<file path="config.mk">
export PLATFORM = sky130hd
export DESIGN_NAME = iram_loader_flat
export DESIGN_NICKNAME = d
export VERILOG_FILES = /design/src/rtl/iram_loader_if.sv /design/src/rtl/iram_loader.sv /design/src/flat_wrapper.sv
export SDC_FILE = /design/constraint.sdc
export NUM_CORES = 1
export LEC_CHECK = 0
export ABC_AREA = 1
export BUFFER_PORTS_ARGS = -buffer_cell sky130_fd_sc_hd__buf_2
export CAP_MARGIN = 20
export CORE_MARGIN = 2
export CORE_UTILIZATION = 32
export CTS_BUF_LIST = sky130_fd_sc_hd__clkbuf_4 sky130_fd_sc_hd__clkbuf_8
export DETAILED_ROUTE_END_ITERATION = 6
export GPL_TIMING_DRIVEN = 1
export SYNTH_ARGS = -nofsm -noshare
export SYNTH_HDL_FRONTEND = slang
export SYNTH_SLANG_ARGS = --single-unit
</file>
<file path="constraint.sdc">
create_clock -name clk -period 3.6 [get_ports clk]
set_clock_uncertainty 0.15 [all_clocks]
set_input_delay 0.36 -clock clk [delete_from_list [all_inputs] [get_ports clk]]
set_output_delay 0.36 -clock clk [all_outputs]
set_load 0.02 [all_outputs]
</file>
<file path="src/rtl/iram_loader_if.sv">
// Byte-stream, status and IRAM write-port signals of the IRAM loader.
// The loader takes the slave view; the UART/IRAM/reset side takes the master view.
interface iram_loader_if #(
  parameter int unsigned AW = 13
) ();
  logic [7:0]    rx_data_i;
  logic          rx_valid_i;
  logic          rx_ready_o;
  logic [7:0]    tx_data_o;
  logic          tx_valid_o;
  logic          tx_ready_i;
  logic          iram_we_o;
  logic [AW-1:0] iram_addr_o;
  logic [31:0]   iram_wdata_o;
  logic          core_rst_o;
  logic          busy_o;
  logic          err_o;

  modport slave (
    input  rx_data_i, rx_valid_i, tx_ready_i,
    output rx_ready_o, tx_data_o, tx_valid_o, iram_we_o, iram_addr_o, iram_wdata_o,
           core_rst_o, busy_o, err_o
  );

  modport master (
    output rx_data_i, rx_valid_i, tx_ready_i,
    input  rx_ready_o, tx_data_o, tx_valid_o, iram_we_o, iram_addr_o, iram_wdata_o,
           core_rst_o, busy_o, err_o
  );
endinterface

</file>
<file path="src/rtl/iram_loader.sv">
// Loads IRAM from a framed UART byte stream and holds the core in reset meanwhile.
// Define LOADER_CKSUM_EN to make a checksum mismatch fail the frame.
module iram_loader #(
  parameter int unsigned AW  = 13,
  parameter int unsigned TMO = 100000
) (
  input  logic         clk,
  input  logic         rst,
  iram_loader_if.slave bus
);

  typedef enum logic [2:0] {StIdle, StAddr, StCnt, StData, StCksum, StResp} state_e;

  state_e        state_q, state_d;
  logic [1:0]    idx_q, idx_d;
  logic [31:0]   addr_q, addr_d;
  logic [15:0]   cnt_q, cnt_d;
  logic [15:0]   rem_q, rem_d;
  logic [AW-1:0] ptr_q, ptr_d;
  logic [31:0]   word_q, word_d;
  logic [7:0]    sum_q, sum_d;
  logic          err_q, err_d;
  logic          core_rst_q, core_rst_d;
  logic          we_q, we_d;
  logic [AW-1:0] waddr_q, waddr_d;
  logic [31:0]   wdata_q, wdata_d;
  logic [31:0]   tmo_q, tmo_d;

  logic        accept;
  logic        timed;
  logic [31:0] addr_sh;
  logic [15:0] cnt_sh;
  logic [31:0] range_end;

  assign accept    = bus.rx_valid_i && (state_q != StResp);
  assign timed     = (state_q != StIdle) && (state_q != StResp);
  assign addr_sh   = {bus.rx_data_i, addr_q[31:8]};
  assign cnt_sh    = {bus.rx_data_i, cnt_q[15:8]};
  assign range_end = 32'(ptr_q) + 32'(cnt_sh);

  always_comb begin
    state_d    = state_q;
    idx_d      = idx_q;
    addr_d     = addr_q;
    cnt_d      = cnt_q;
    rem_d      = rem_q;
    ptr_d      = ptr_q;
    word_d     = word_q;
    sum_d      = sum_q;
    err_d      = err_q;
    core_rst_d = core_rst_q;
    we_d       = 1'b0;
    waddr_d    = waddr_q;
    wdata_d    = wdata_q;
    tmo_d      = 32'd0;

    if (TMO != 0 && timed && !accept) tmo_d = tmo_q + 32'd1;

    unique case (state_q)
      StIdle: begin
        if (accept && bus.rx_data_i == 8'hA5) begin
          state_d    = StAddr;
          idx_d      = 2'd0;
          sum_d      = 8'd0;
          err_d      = 1'b0;
          core_rst_d = 1'b1;
        end
      end
      StAddr: begin
        if (accept) begin
          addr_d = addr_sh;
          sum_d  = sum_q + bus.rx_data_i;
          idx_d  = idx_q + 2'd1;
          if (idx_q == 2'd3) begin
            ptr_d   = addr_sh[AW+1:2];
            state_d = StCnt;
            if (addr_sh[1:0] != 2'd0 || (addr_sh >> (AW + 2)) != 32'd0) err_d = 1'b1;
          end
        end
      end
      StCnt: begin
        if (accept) begin
          cnt_d = cnt_sh;
          sum_d = sum_q + bus.rx_data_i;
          idx_d = idx_q + 2'd1;
          if (idx_q == 2'd1) begin
            idx_d   = 2'd0;
            rem_d   = cnt_sh;
            state_d = (cnt_sh == 16'd0) ? StCksum : StData;
            if (range_end > (32'd1 << AW)) err_d = 1'b1;
          end
        end
      end
      StData: begin
        if (accept) begin
          word_d[8*idx_q +: 8] = bus.rx_data_i;
          sum_d                = sum_q + bus.rx_data_i;
          idx_d                = idx_q + 2'd1;
          if (idx_q == 2'd3) begin
            // Write lands the cycle after the last lane; the next byte is accepted meanwhile.
            we_d    = !err_q;
            waddr_d = ptr_q;
            wdata_d = {bus.rx_data_i, word_q[23:0]};
            ptr_d   = ptr_q + 1'b1;
            rem_d   = rem_q - 16'd1;
            if (rem_q == 16'd1) state_d = StCksum;
          end
        end
      end
      StCksum: begin
        if (accept) begin
`ifdef LOADER_CKSUM_EN
          if (bus.rx_data_i != sum_q) err_d = 1'b1;
`endif
          state_d = StResp;
        end
      end
      StResp: begin
        if (bus.tx_ready_i) begin
          state_d = StIdle;
          if (!err_q) core_rst_d = 1'b0;
        end
      end
      default: state_d = StIdle;
    endcase

    if (TMO != 0 && timed && !accept && tmo_q == TMO - 1) begin
      err_d   = 1'b1;
      state_d = StResp;
    end
  end

  always_ff @(posedge clk) begin
    if (rst) begin
      state_q    <= StIdle;
      idx_q      <= '0;
      addr_q     <= '0;
      cnt_q      <= '0;
      rem_q      <= '0;
      ptr_q      <= '0;
      word_q     <= '0;
      sum_q      <= '0;
      err_q      <= 1'b0;
      core_rst_q <= 1'b0;
      we_q       <= 1'b0;
      waddr_q    <= '0;
      wdata_q    <= '0;
      tmo_q      <= '0;
    end else begin
      state_q    <= state_d;
      idx_q      <= idx_d;
      addr_q     <= addr_d;
      cnt_q      <= cnt_d;
      rem_q      <= rem_d;
      ptr_q      <= ptr_d;
      word_q     <= word_d;
      sum_q      <= sum_d;
      err_q      <= err_d;
      core_rst_q <= core_rst_d;
      we_q       <= we_d;
      waddr_q    <= waddr_d;
      wdata_q    <= wdata_d;
      tmo_q      <= tmo_d;
    end
  end

  assign bus.rx_ready_o   = (state_q != StResp);
  assign bus.tx_valid_o   = (state_q == StResp);
  assign bus.tx_data_o    = (state_q != StResp) ? 8'h00 : (err_q ? 8'hEE : 8'h5A);
  assign bus.iram_we_o    = we_q;
  assign bus.iram_addr_o  = waddr_q;
  assign bus.iram_wdata_o = wdata_q;
  assign bus.core_rst_o   = core_rst_q;
  assign bus.busy_o       = (state_q != StIdle);
  assign bus.err_o        = err_q;

endmodule

</file>
<file path="src/flat_wrapper.sv">
// flat-port wrapper written by rule: the top's interface ports become plain ports
module iram_loader_flat 
#(
  parameter int unsigned AW  = 13,
  parameter int unsigned TMO = 100000
)
  (clk, rst, bus_rx_data_i, bus_rx_valid_i, bus_tx_ready_i, bus_rx_ready_o, bus_tx_data_o, bus_tx_valid_o, bus_iram_we_o, bus_iram_addr_o, bus_iram_wdata_o, bus_core_rst_o, bus_busy_o, bus_err_o);
  iram_loader_if #(.AW(AW)) bus_i ();
  input  logic clk;
  input  logic rst;
  input wire logic [$bits(bus_i.rx_data_i)-1:0] bus_rx_data_i;
  input wire logic [$bits(bus_i.rx_valid_i)-1:0] bus_rx_valid_i;
  input wire logic [$bits(bus_i.tx_ready_i)-1:0] bus_tx_ready_i;
  output wire logic [$bits(bus_i.rx_ready_o)-1:0] bus_rx_ready_o;
  output wire logic [$bits(bus_i.tx_data_o)-1:0] bus_tx_data_o;
  output wire logic [$bits(bus_i.tx_valid_o)-1:0] bus_tx_valid_o;
  output wire logic [$bits(bus_i.iram_we_o)-1:0] bus_iram_we_o;
  output wire logic [$bits(bus_i.iram_addr_o)-1:0] bus_iram_addr_o;
  output wire logic [$bits(bus_i.iram_wdata_o)-1:0] bus_iram_wdata_o;
  output wire logic [$bits(bus_i.core_rst_o)-1:0] bus_core_rst_o;
  output wire logic [$bits(bus_i.busy_o)-1:0] bus_busy_o;
  output wire logic [$bits(bus_i.err_o)-1:0] bus_err_o;
  assign bus_i.rx_data_i = bus_rx_data_i;
  assign bus_i.rx_valid_i = bus_rx_valid_i;
  assign bus_i.tx_ready_i = bus_tx_ready_i;
  assign bus_rx_ready_o = bus_i.rx_ready_o;
  assign bus_tx_data_o = bus_i.tx_data_o;
  assign bus_tx_valid_o = bus_i.tx_valid_o;
  assign bus_iram_we_o = bus_i.iram_we_o;
  assign bus_iram_addr_o = bus_i.iram_addr_o;
  assign bus_iram_wdata_o = bus_i.iram_wdata_o;
  assign bus_core_rst_o = bus_i.core_rst_o;
  assign bus_busy_o = bus_i.busy_o;
  assign bus_err_o = bus_i.err_o;
  iram_loader #(.AW(AW), .TMO(TMO)) u_core (.clk(clk), .rst(rst), .bus(bus_i));
endmodule
</file>
# After elaboration in Yosys (flattened, before gate mapping)
# Index checks and enable logic that the tools add are counted.
[totals]
ff_bits = 194
input_bits = 12
wordCells = 139
[op_classes]
add_sub_neg = 6
order_cmp = 1
eq_ne = 35
shift = 2
n_mux = 44
bitwise_logic = 4
reduce_logical = 33
[op_table]
columns = ["op", "n"]
rows = [
  ["two-way mux 16 bit", 4],
  ["two-way mux 13 bit", 4],
  ["two-way mux 3 bit", 12],
  ["negation 5 -> 34 bit", 1],
  ["variable shift 8 x 34 -> 32 bit, first input constant", 1],
  ["indexed part select 8 x 34 -> 32 bit", 1],
  ["!= test 3 x 1 -> 1 bit, second input constant", 11],
  ["adder 32 x 1 -> 32 bit, second input constant", 1],
  ["bitwise mux 32 bit", 1],
  ["equality test 32 x 17 -> 1 bit, second input constant", 1],
  ["greater-than comparator 32 x 14 -> 1 bit, second input constant", 1],
  ["one-hot mux 16 bit (2 select lines)", 1],
  ["nonzero test 32 bit", 1],
  ["one-hot mux 13 bit (2 select lines)", 1],
  ["!= test 2 x 1 -> 1 bit, second input constant", 10],
  ["AND reduction 10 bit", 2],
  ["one-hot mux 3 bit (6 select lines)", 1],
  ["adder 13 x 16 -> 17 bit", 1],
  ["equality test 16 x 1 -> 1 bit, second input constant", 1],
  ["zero test 16 bit", 1],
  ["two-way mux 8 bit", 2],
  ["subtractor 16 x 1 -> 16 bit, second input constant", 1],
  ["adder 13 x 1 -> 13 bit, second input constant", 1],
  ["two-way mux 1 bit", 11],
  ["29 further kinds", 53],
]

# Depth between registers and ports, before layout
# Gate-level depths: netlist (run 1).
[depth]
word_depth = 7
depth_mapped = 17

# Worst setup path before layout (run 1)
# No wires, ideal clock.
[synth_timing]
kind = "reg2reg"
start = "reg u_core.ptr_q[0]"
end = "reg u_core.err_q, in the netlist u_core.bus.err_o"
setup_ns = 0.115
arrival_time_ns = 2.036
setup_slack_ns = 1.298
stages_incl_launch_ff = 14
path_buffers = 0
synth_period_minus_slack_ns = 2.302
cell_sequence = "dfxtp_1 -> ha_1 -> fa_1 -> or2_2 -> nor2_1 -> nand3_1 -> nor2_1 -> nand3_1 -> nor2_1 -> nand3_1 -> nand2_1 -> nand2_1 -> a21oi_1 -> nor2_1"
[synth_via]
elab_chain_len = 4
[synth_rtl]
columns = ["item", "line", "text"]
rows = [
  ["start, declared", "iram_loader.sv:19", "logic [AW-1:0] ptr_q, ptr_d;"],
  ["start signal, assigned", "iram_loader.sv:155", "ptr_q <= ptr_d;"],
  ["adder 13 x 16 -> 17 bit", "iram_loader.sv:39", "assign range_end = 32'(ptr_q) + 32'(cnt_sh);"],
  ["greater-than comparator 32 x 14 -> 1 bit", "iram_loader.sv:90", "if (range_end > (32'd1 << AW)) err_d = 1'b1;"],
  ["!= test 3 x 1 -> 1 bit (no source line)", "--", ""],
  ["AND reduction 8 bit (no source line)", "--", ""],
  ["end signal, assigned", "iram_loader.sv:158", "err_q <= err_d;"],
  ["end, declared", "iram_loader.sv:22", "logic err_q, err_d;"],
]
# No other way between the ends.
# A chain may end at the register's enable or synchronous reset.

# Worst setup path in the final report (run 1)
[layout_timing]
start = "reg u_core.state_q[2]"
end = "reg u_core.wdata_q[14], in the netlist u_core.bus.iram_wdata_o[14]"
[layout_via]
elab_chain_len = 3
[layout_rtl]
columns = ["item", "line", "text"]
rows = [
  ["start, declared", "iram_loader.sv:14", "state_e state_q, state_d;"],
  ["start signal, assigned", "iram_loader.sv:135", "state_q <= StIdle;"],
  ["start signal, assigned", "iram_loader.sv:150", "state_q <= state_d;"],
  ["!= test 3 bit", "iram_loader.sv:35", "assign accept = bus.rx_valid_i && (state_q != StResp);"],
  ["logical AND 1 bit", "iram_loader.sv:35", ""],
  ["AND reduction 3 bit (no source line) *", "--", ""],
  ["end signal, assigned", "iram_loader.sv:162", "wdata_q <= wdata_d;"],
  ["end, declared", "iram_loader.sv:26", "logic [31:0] wdata_q, wdata_d;"],
]
# Every way passes the cells marked *; elsewhere a longest branch is shown, timed or not.

==> summary.txt, run 1 <==
Outcome
  • Outcome: completed

Floorplanning
  • IO Count: 71
  • FP Rows: just under 60
  • Full die area: about 28,000 um^2
  • Die span in x: ~170 um
  • Initial core utilization: between 30 and 40%
  • Core Area: approximately 26,000 um^2
  • Die H: about 170 um

Timing
  • Setup TNS: 0 ns
  • Final min period: about 2.7 ns
  • Final Max Slew Viols: 0
  • F_max: ~370 MHz
  • Final Cycle Share: approximately three quarters
  • RSZ-0062 raised after global routing: false
  • Slew HR: approximately 45%
  • Final hold vios: 0
  • Final Setup Violations: 0
  • Slew @ Worst Pin: 0.8311 ns

Logic synthesis
  • Ys Warns: 0
  • Seq/Total Area, Yosys: 39.68%
  • Netlist area before placement: between 8000 and 9000 um^2
  • Yosys top cell by area: dfxtp_1
  • Yosys reg bits: 170
  • Async set or reset register ratio after synthesis: 0%
  • Syn_nets: around 1,300
  • Avg Inst Size Synth: ~6.9 um^2
  • Synth Flop Type: dfxtp_1
  • Post-synth EDFFs: 0
  • Main area contributors after synthesis: dfxtp_1 40%, nand2_1 10%, a21oi_1 7.5%
  • Top-area cell type share of the netlist area: about 40%
  • Post-synthesis cell type count: 47
  • Syn Inst Count: 1,240

Power
  • Seq pwr share: 42.2%
  • Clock share of power: between 30% and 40%
  • Static leakage: approximately 0.0042 uW
  • Combinational share of power: around 28%
  • Pwr per Cell Area: between 500 and 600 nW/um^2
  • Peak VDD IR: around 0.25 mV
  • Switch Pwr: around 1900 uW
  • Sw frac: 36.71%
  • Internal power: about 3200 uW

Detailed routing
  • Vias post-DR: roughly 8,000
  • Avg WL per Cell: about 14 um
  • # DRC: 0
  • Antenna Nets Post-Route: 0
  • DRT iter0 DRCs: approximately 670
  • Vias per cell: 4.964
  • Pre-antenna DRT Iters: 5
  • Post-Route WL: between 20,000 and 25,000 um

Setup path
  • Reg2reg end: u_core.bus.iram_wdata_o[14]$_SDFFE_PP0P_
  • Crit Path Class: flip-flop to flip-flop
  • RR Startpoint: u_core.state_q[2]$_SDFFE_PP0P_
  • Reg2Reg Setup Slack: 0.92 ns
  • Worst-path fanout max: 36
  • Crit. End Element: flip-flop
  • CP arrival: between 2 and 3 ns
  • CP Launch Type: flip-flop
  • Critical Path RT: 3.79 ns
  • Worst R2R Path Depth: 9

Placed design
  • Gpl congestion: 0.8749
  • Post-DP Area: approximately 9200 um^2
  • IO buf count: 69
  • HPWL after DPL: ~17,000 um

Clocking
  • # clock sinks: 170
  • Postcts setup bufs: 0
  • Num CTS Buffers: 17
  • Clk slew on worst S/H paths: 0.10 ns
  • CTS Buffer Depth: 2
  • Post-cts resize count: 0
  • Worst-skew pair later-pin latency: approximately 0.46 ns
  • CTS root buffer: clkbuf_8
  • CTS HTree Levels: 4
  • CTS tree: yes
  • Hold Buf Count CTS: 0

Finish
  • Layout cells sized above 1: 11.49%
  • Post-route cell area: 9614 um^2
  • # fillers: ~2,800
  • Area delta synth->final: 12.11%
  • Ant. Diodes: 0
  • Commonest non-fill, non-tap cell in the layout: nand2_1
  • Most frequent cells in the layout: 234 x nand2_1, 170 x dfxtp_1, 161 x nor2_1
  • # nets final: approximately 1,300

Min path
  • Hold path depth: 3
  • Worst Hold End: u_core.word_q[12]$_SDFFE_PP0P_
  • Worst min-delay path startpoint: bus_rx_data_i[4]
  • Hold Crit Class: input port to flip-flop

Global routing
  • First-pass GRT wire length: 38,670 um
  • Vias in the first global route: 7,616
  • Total GRT Usage: ~17%
  • Initial antenna violation count: 0
  • GRT overflow: 0
  • Largest net degree at the start of global routing: 66

Job
  • Max cap viols: 0
==> how the worst max path moves through the flow <==
stage / startpoint / endpoint / slack, ns / cells after the start
global route: u_core.state_q[2]$_SDFFE_PP0P_ / u_core.bus.iram_wdata_o[4]$_SDFFE_PP0P_ / 0.51 / 9
detailed placement: u_core.state_q[2]$_SDFFE_PP0P_ / u_core.bus.iram_addr_o[12]$_SDFFE_PP0P_ / 0.88 / 9
floorplan: u_core.ptr_q[0]$_SDFFE_PP0P_ / u_core.bus.err_o$_SDFFE_PP0P_ / 1.30 / 13
global placement: u_core.state_q[2]$_SDFFE_PP0P_ / u_core.bus.iram_addr_o[12]$_SDFFE_PP0P_ / 0.93 / 9
finish: u_core.state_q[2]$_SDFFE_PP0P_ / u_core.bus.iram_wdata_o[14]$_SDFFE_PP0P_ / 0.92 / 9
CTS: u_core.state_q[2]$_SDFFE_PP0P_ / u_core.bus.iram_wdata_o[23]$_SDFFE_PP0P_ / 0.88 / 9
==> cell usage after synthesis, drive strengths merged (6+ instances only) <==
| library cell | n |
|---|---|
| a211oi | 7 |
| a21oi | 130 |
| a221oi | 6 |
| a31oi | 7 |
| buf | 26 |
| clkbuf | 26 |
| dfxtp | 170 |
| ha | 23 |
| inv | 144 |
| nand2 | 239 |
| nand3 | 54 |
| nand4 | 35 |
| nor2 | 173 |
| nor3 | 24 |
| o21ai | 127 |
| or2 | 6 |
| or3 | 7 |
| xor2 | 9 |
==> power groups by stage <==
stage                     clock network, uW  logic (uW)  registers (uW)
final                                  1510        1410            2130
after global routing                   1640        1610            2150
after CTS                              1560        1390            2130
after detailed placement                  0        1390            2170
after global placement                    0        1380            2170
after floorplan                           0        1050            2150
==> cell families (layout without fill, tap and decap cells) <==
logic type | count (synthesis) | in the layout | share of synthesized area, %
other | 1 | 1 | 0.04373
xor gates and xnor gates | 10 | 10 | 1.021
DFF | 170 | 170 | 39.68
AOI/OAI and AO/OA | 290 | 290 | 18.00
adders and majority gates | 24 | 24 | 3.589
and+or+nand+nor | 548 | 548 | 28.52
buffers and inverters | 197 | 254 | 9.133
==> per-stage QoR <==
stage               hold slack, ns  instances  utilization (%)  setup slack (ns)  power (uW)
CTS                        0.08363       1632            36.69            0.8759        5079
finish                      0.1199       1632            36.69            0.9234        5050
global route               0.09331       1632            36.69            0.5067        5395
floorplan                   0.2675       1240                -             1.298        3199
global placement            0.2799       1600            34.99            0.9328        3552
detailed placement          0.2894       1600            34.99            0.8791        3559
==> routing by layer <==
layer  global-route usage, %  share of wire [%]  up-vias
met5                       0                  0        -
met4                   4.612                1.4        0
met3                   2.836                5.0       23
met2                   26.97                 45      190
met1                   23.59                 49     3702
li1                        -                  -     4186
==> registers in the layout, indices dropped and copies added, names as in the netlist, 2 cells and up <==
| register | count |
|---|---|
| u_core.bus.iram_wdata_o | 32 |
| u_core.rem_q | 16 |
| u_core.ptr_q | 13 |
| u_core.tmo_q | 32 |
| u_core.addr_q | 24 |
| u_core.bus.iram_addr_o | 13 |
| u_core.state_q | 3 |
| u_core.idx_q | 2 |
| u_core.word_q | 24 |
| u_core.cnt_q | 8 |
==> area by class of cell <==
class                      count  area [um^2]  share of cell area, %
clock inverter                12        170.2                  1.770
sequential                   170         3403                  35.40
tap                          335        419.2                  4.360
timing repair buffer          77        405.4                  4.217
clock buffer                  20        275.3                  2.863
inverter                     145        544.3                  5.661
multi-input combinational    873         4397                  45.73
==> critical path, stage by stage (launching register included) <==
cell and delay [ns]:
dfxtp_1 0.35, inv_2 0.10, nand2_1 0.09, nor2_2 0.11
buf_4 0.26, inv_2 0.31, nor2_4 0.19, clkinv_1 0.59
nor2_1 0.31, nor2_1 0.07
(Power assumes the default switching activity.)
==> run 2: changes to the inputs <==
Clock period 3.6 ns to 2.8 ns, I/O delays scaled along.
==> run 2 against run 1 <==
Worst setup slack worse by 0.67 ns. Register-to-register slack worse by 0.67 ns. Via count about the same. Critical path depth up 4. Flip-flop and latch count unchanged. First-iteration DRC count down 9.3%. Total power up 23%. Die area unchanged. Cell count up 0.67%. Critical path type unchanged.
==> summary.txt, run 2 (same netlist as run 1, synthesis figures left out) <==
Outcome
  • Outcome: completed

Detailed routing
  • Antenna Nets Post-Route: 0 (unchanged)
  • Post-Route WL: 23,370 um (+1.0%)
  • Vias per cell: 4.933 (-0.62%)
  • Pre-antenna DRT Iters: 5 (unchanged)
  • Top Layer Used: met4
  • Avg WL per Cell: 14.23 um (+0.32%)
  • M1 WL: 11,550 um (+1.9%)
  • Met2 Wirelength: 10,240 um (-0.70%)
  • DRT iter0 DRCs: 604 (-9.3%)
  • # DRC: 0 (unchanged)
  • Vias post-DR: 8,105 (+0.049%)
  • Metal3 WL: 1058 um (-9.3%)

Floorplanning
  • Core Area: 26,210 um^2 (unchanged)
  • Initial core utilization: 32.72% (unchanged)
  • FP Rows: 59 (unchanged)
  • Die span in x: 167.7 um (unchanged)
  • Die H: 167.7 um (unchanged)
  • Full die area: 28,130 um^2 (unchanged)
  • IO Count: 71 (unchanged)

Global routing
  • Largest net degree at the start of global routing: 52 (-21%)
  • Vias in the first global route: 7,411 (-2.7%)
  • Initial antenna violation count: 0 (unchanged)
  • Total GRT Usage: 16.79% (-0.10 points)
  • GRT overflow: 0 (unchanged)
  • First-pass GRT wire length: 38,140 um (-1.4%)

Timing
  • Final Cycle Share: 90.79% (+16 points)
  • Slew HR: 66.11% (+22 points)
  • Slew @ Worst Pin: 0.5084 ns (-0.3228 ns)
  • F_max: 393.4 MHz (+5.3%)
  • Final Setup Violations: 0 (unchanged)
  • Final hold vios: 0 (unchanged)
  • Final Max Slew Viols: 0 (unchanged)
  • Final min period: 2.542 ns (-0.1345 ns)
  • Setup TNS: 0 ns (unchanged)
  • RSZ-0062 raised after global routing: false

Placed design
  • HPWL after DPL: 17,100 um (+1.8%)
  • Gpl congestion: 0.8694 (-0.63%)
  • IO buf count: 69 (unchanged)
  • Dpl cells: 1,611 (+0.69%)

Setup path
  • CP Launch Type: flip-flop
  • Slowest-stage cell, CP: fa_1
  • CP arrival: 2.77 ns (-0.09 ns)
  • Critical Path RT: 3.03 ns (-0.76 ns)
  • Critical-path cell list: ha_1 -> fa_1 -> or2_2 -> nor2_1 -> nand3_1 -> nor2_1 -> nand3_1 -> nor2_1 -> nand3_1 -> nand2_1 -> nand2_1 -> a21oi_1 -> nor2_1
  • Crit. End Element: flip-flop
  • Reg2Reg Setup Slack: 0.26 ns (-0.67 ns)
  • CP max stage delay: 0.48 ns (-0.11 ns)
  • CP dominant cell by count: nor2_1
  • Worst-path fanout max: 5 (-86%)
  • Crit Path Class: flip-flop to flip-flop

Clocking
  • Hold Buf Count CTS: 0 (unchanged)
  • Worst-skew pair later-pin latency: 0.48 ns (+0.02 ns)
  • CTS HTree Levels: 4 (unchanged)
  • CTS root buffer: clkbuf_8
  • Num CTS Buffers: 17 (unchanged)
  • CTS Buffer Depth: 2 (unchanged)
  • CTS tree: yes
  • Clk slew on worst S/H paths: 0.10 ns (about the same)
  • Post-cts resize count: 0 (unchanged)
  • # clock sinks: 170 (unchanged)
  • Postcts setup bufs: 0 (unchanged)

Finish
  • # nets final: 1,331 (+0.83%)
  • Most frequent cells in the layout: 234 x nand2_1, 170 x dfxtp_1, 161 x nor2_1
  • Layout cells sized above 1: 12.23% (+0.74 points)
  • Ant. Diodes: 0 (unchanged)
  • Commonest non-fill, non-tap cell in the layout: nand2_1
  • Area delta synth->final: 12.28%
  • # fillers: 2,790 (-0.29%)
  • Fin cells: 1,643 (+0.67%)

Power
  • Pwr per Cell Area: 645.7 nW/um^2 (+23%)
  • Seq pwr share: 44.1% (+1.9 points)
  • Static leakage: 0.004192 uW (+0.19%)
  • Combinational share of power: 29.7% (+1.9 points)
  • Sw frac: 38.69% (+2.0 points)
  • Clock share of power: 26.3% (-3.7 points)
  • Internal power: 3812 uW (+19%)
  • Peak VDD IR: 0.3705 mV (+47%)
  • Switch Pwr: 2406 uW (+30%)

Job
  • Max cap viols: 0 (unchanged)

Min path
  • Hold Crit Class: input port to flip-flop
[run 2: changes by cell type in the layout (fill, tap and decap cells not counted), sizes merged]
cell      before  now
inv          152  149
clkinvlp       0    3
clkinv         2    5
buf           77   88
bufinv         3    0
[run 2: metrics by stage]
stage / cell area [um^2] / worst slack [ns] / total power [uW] / hold slack, ns / util [%]
after floorplan: 8576 / 0.4984 / 4113 / 0.2675 / -
after global routing: 9629 / 0.01401 / 6628 / 0.01302 / 36.74
final: 9629 / 0.2579 / 6218 / 0.02732 / 36.74
after CTS: 9629 / 0.2651 / 6232 / 0.005578 / 36.74
after global placement: 9276 / 0.2579 / 4601 / 0.2803 / 35.40
after detailed placement: 9276 / 0.2750 / 4597 / 0.2906 / 35.40
[run 2: area by class of cell]
cell class	instances	area [um^2]	share of cell area, %
Tap cell	335	419.2	4.353
Inverter	145	544.3	5.652
Multi-Input combinational cell	873	4397	45.66
Clock inverter	12	90.09	0.9356
Sequential cell	170	3403	35.34
Timing Repair Buffer	88	513.0	5.327
Clock buffer	20	262.8	2.729
[run 2: worst max-delay path, delay by kind of cell (launching register included)]
family	cells	cell delay [ns]
flops	1	0.36
simple gates	10	1.07
fa+ha+maj	2	0.75
compound gates	1	0.13
[run 2: power groups by stage]
| stage | clock (uW) | sequential, uW | combinational (uW) |
|---|---|---|---|
| after floorplan | 0 | 2760 | 1350 |
| after global placement | 0 | 2790 | 1810 |
| after detailed placement | 0 | 2790 | 1800 |
| after CTS | 1670 | 2740 | 1820 |
| after global routing | 1780 | 2760 | 2080 |
| final | 1630 | 2740 | 1840 |
[run 2: final timing paths]
path,startpoint,endpoint,cells after the start
min,bus_rx_data_i[4],u_core.word_q[12]$_SDFFE_PP0P_,3
min reg2reg,u_core.tmo_q[0]$_SDFF_PP0_,u_core.tmo_q[0]$_SDFF_PP0_,1
max,u_core.ptr_q[0]$_SDFFE_PP0P_,u_core.bus.err_o$_SDFFE_PP0P_,13
max reg2reg,u_core.ptr_q[0]$_SDFFE_PP0P_,u_core.bus.err_o$_SDFFE_PP0P_,13
[run 2: layer usage]
| metal | up-vias | track usage, % |
|---|---|---|
| met5 | - | 0 |
| met4 | 0 | 5.180 |
| met3 | 37 | 3.356 |
| met2 | 192 | 26.39 |
| met1 | 3676 | 23.21 |
| li1 | 4200 | - |
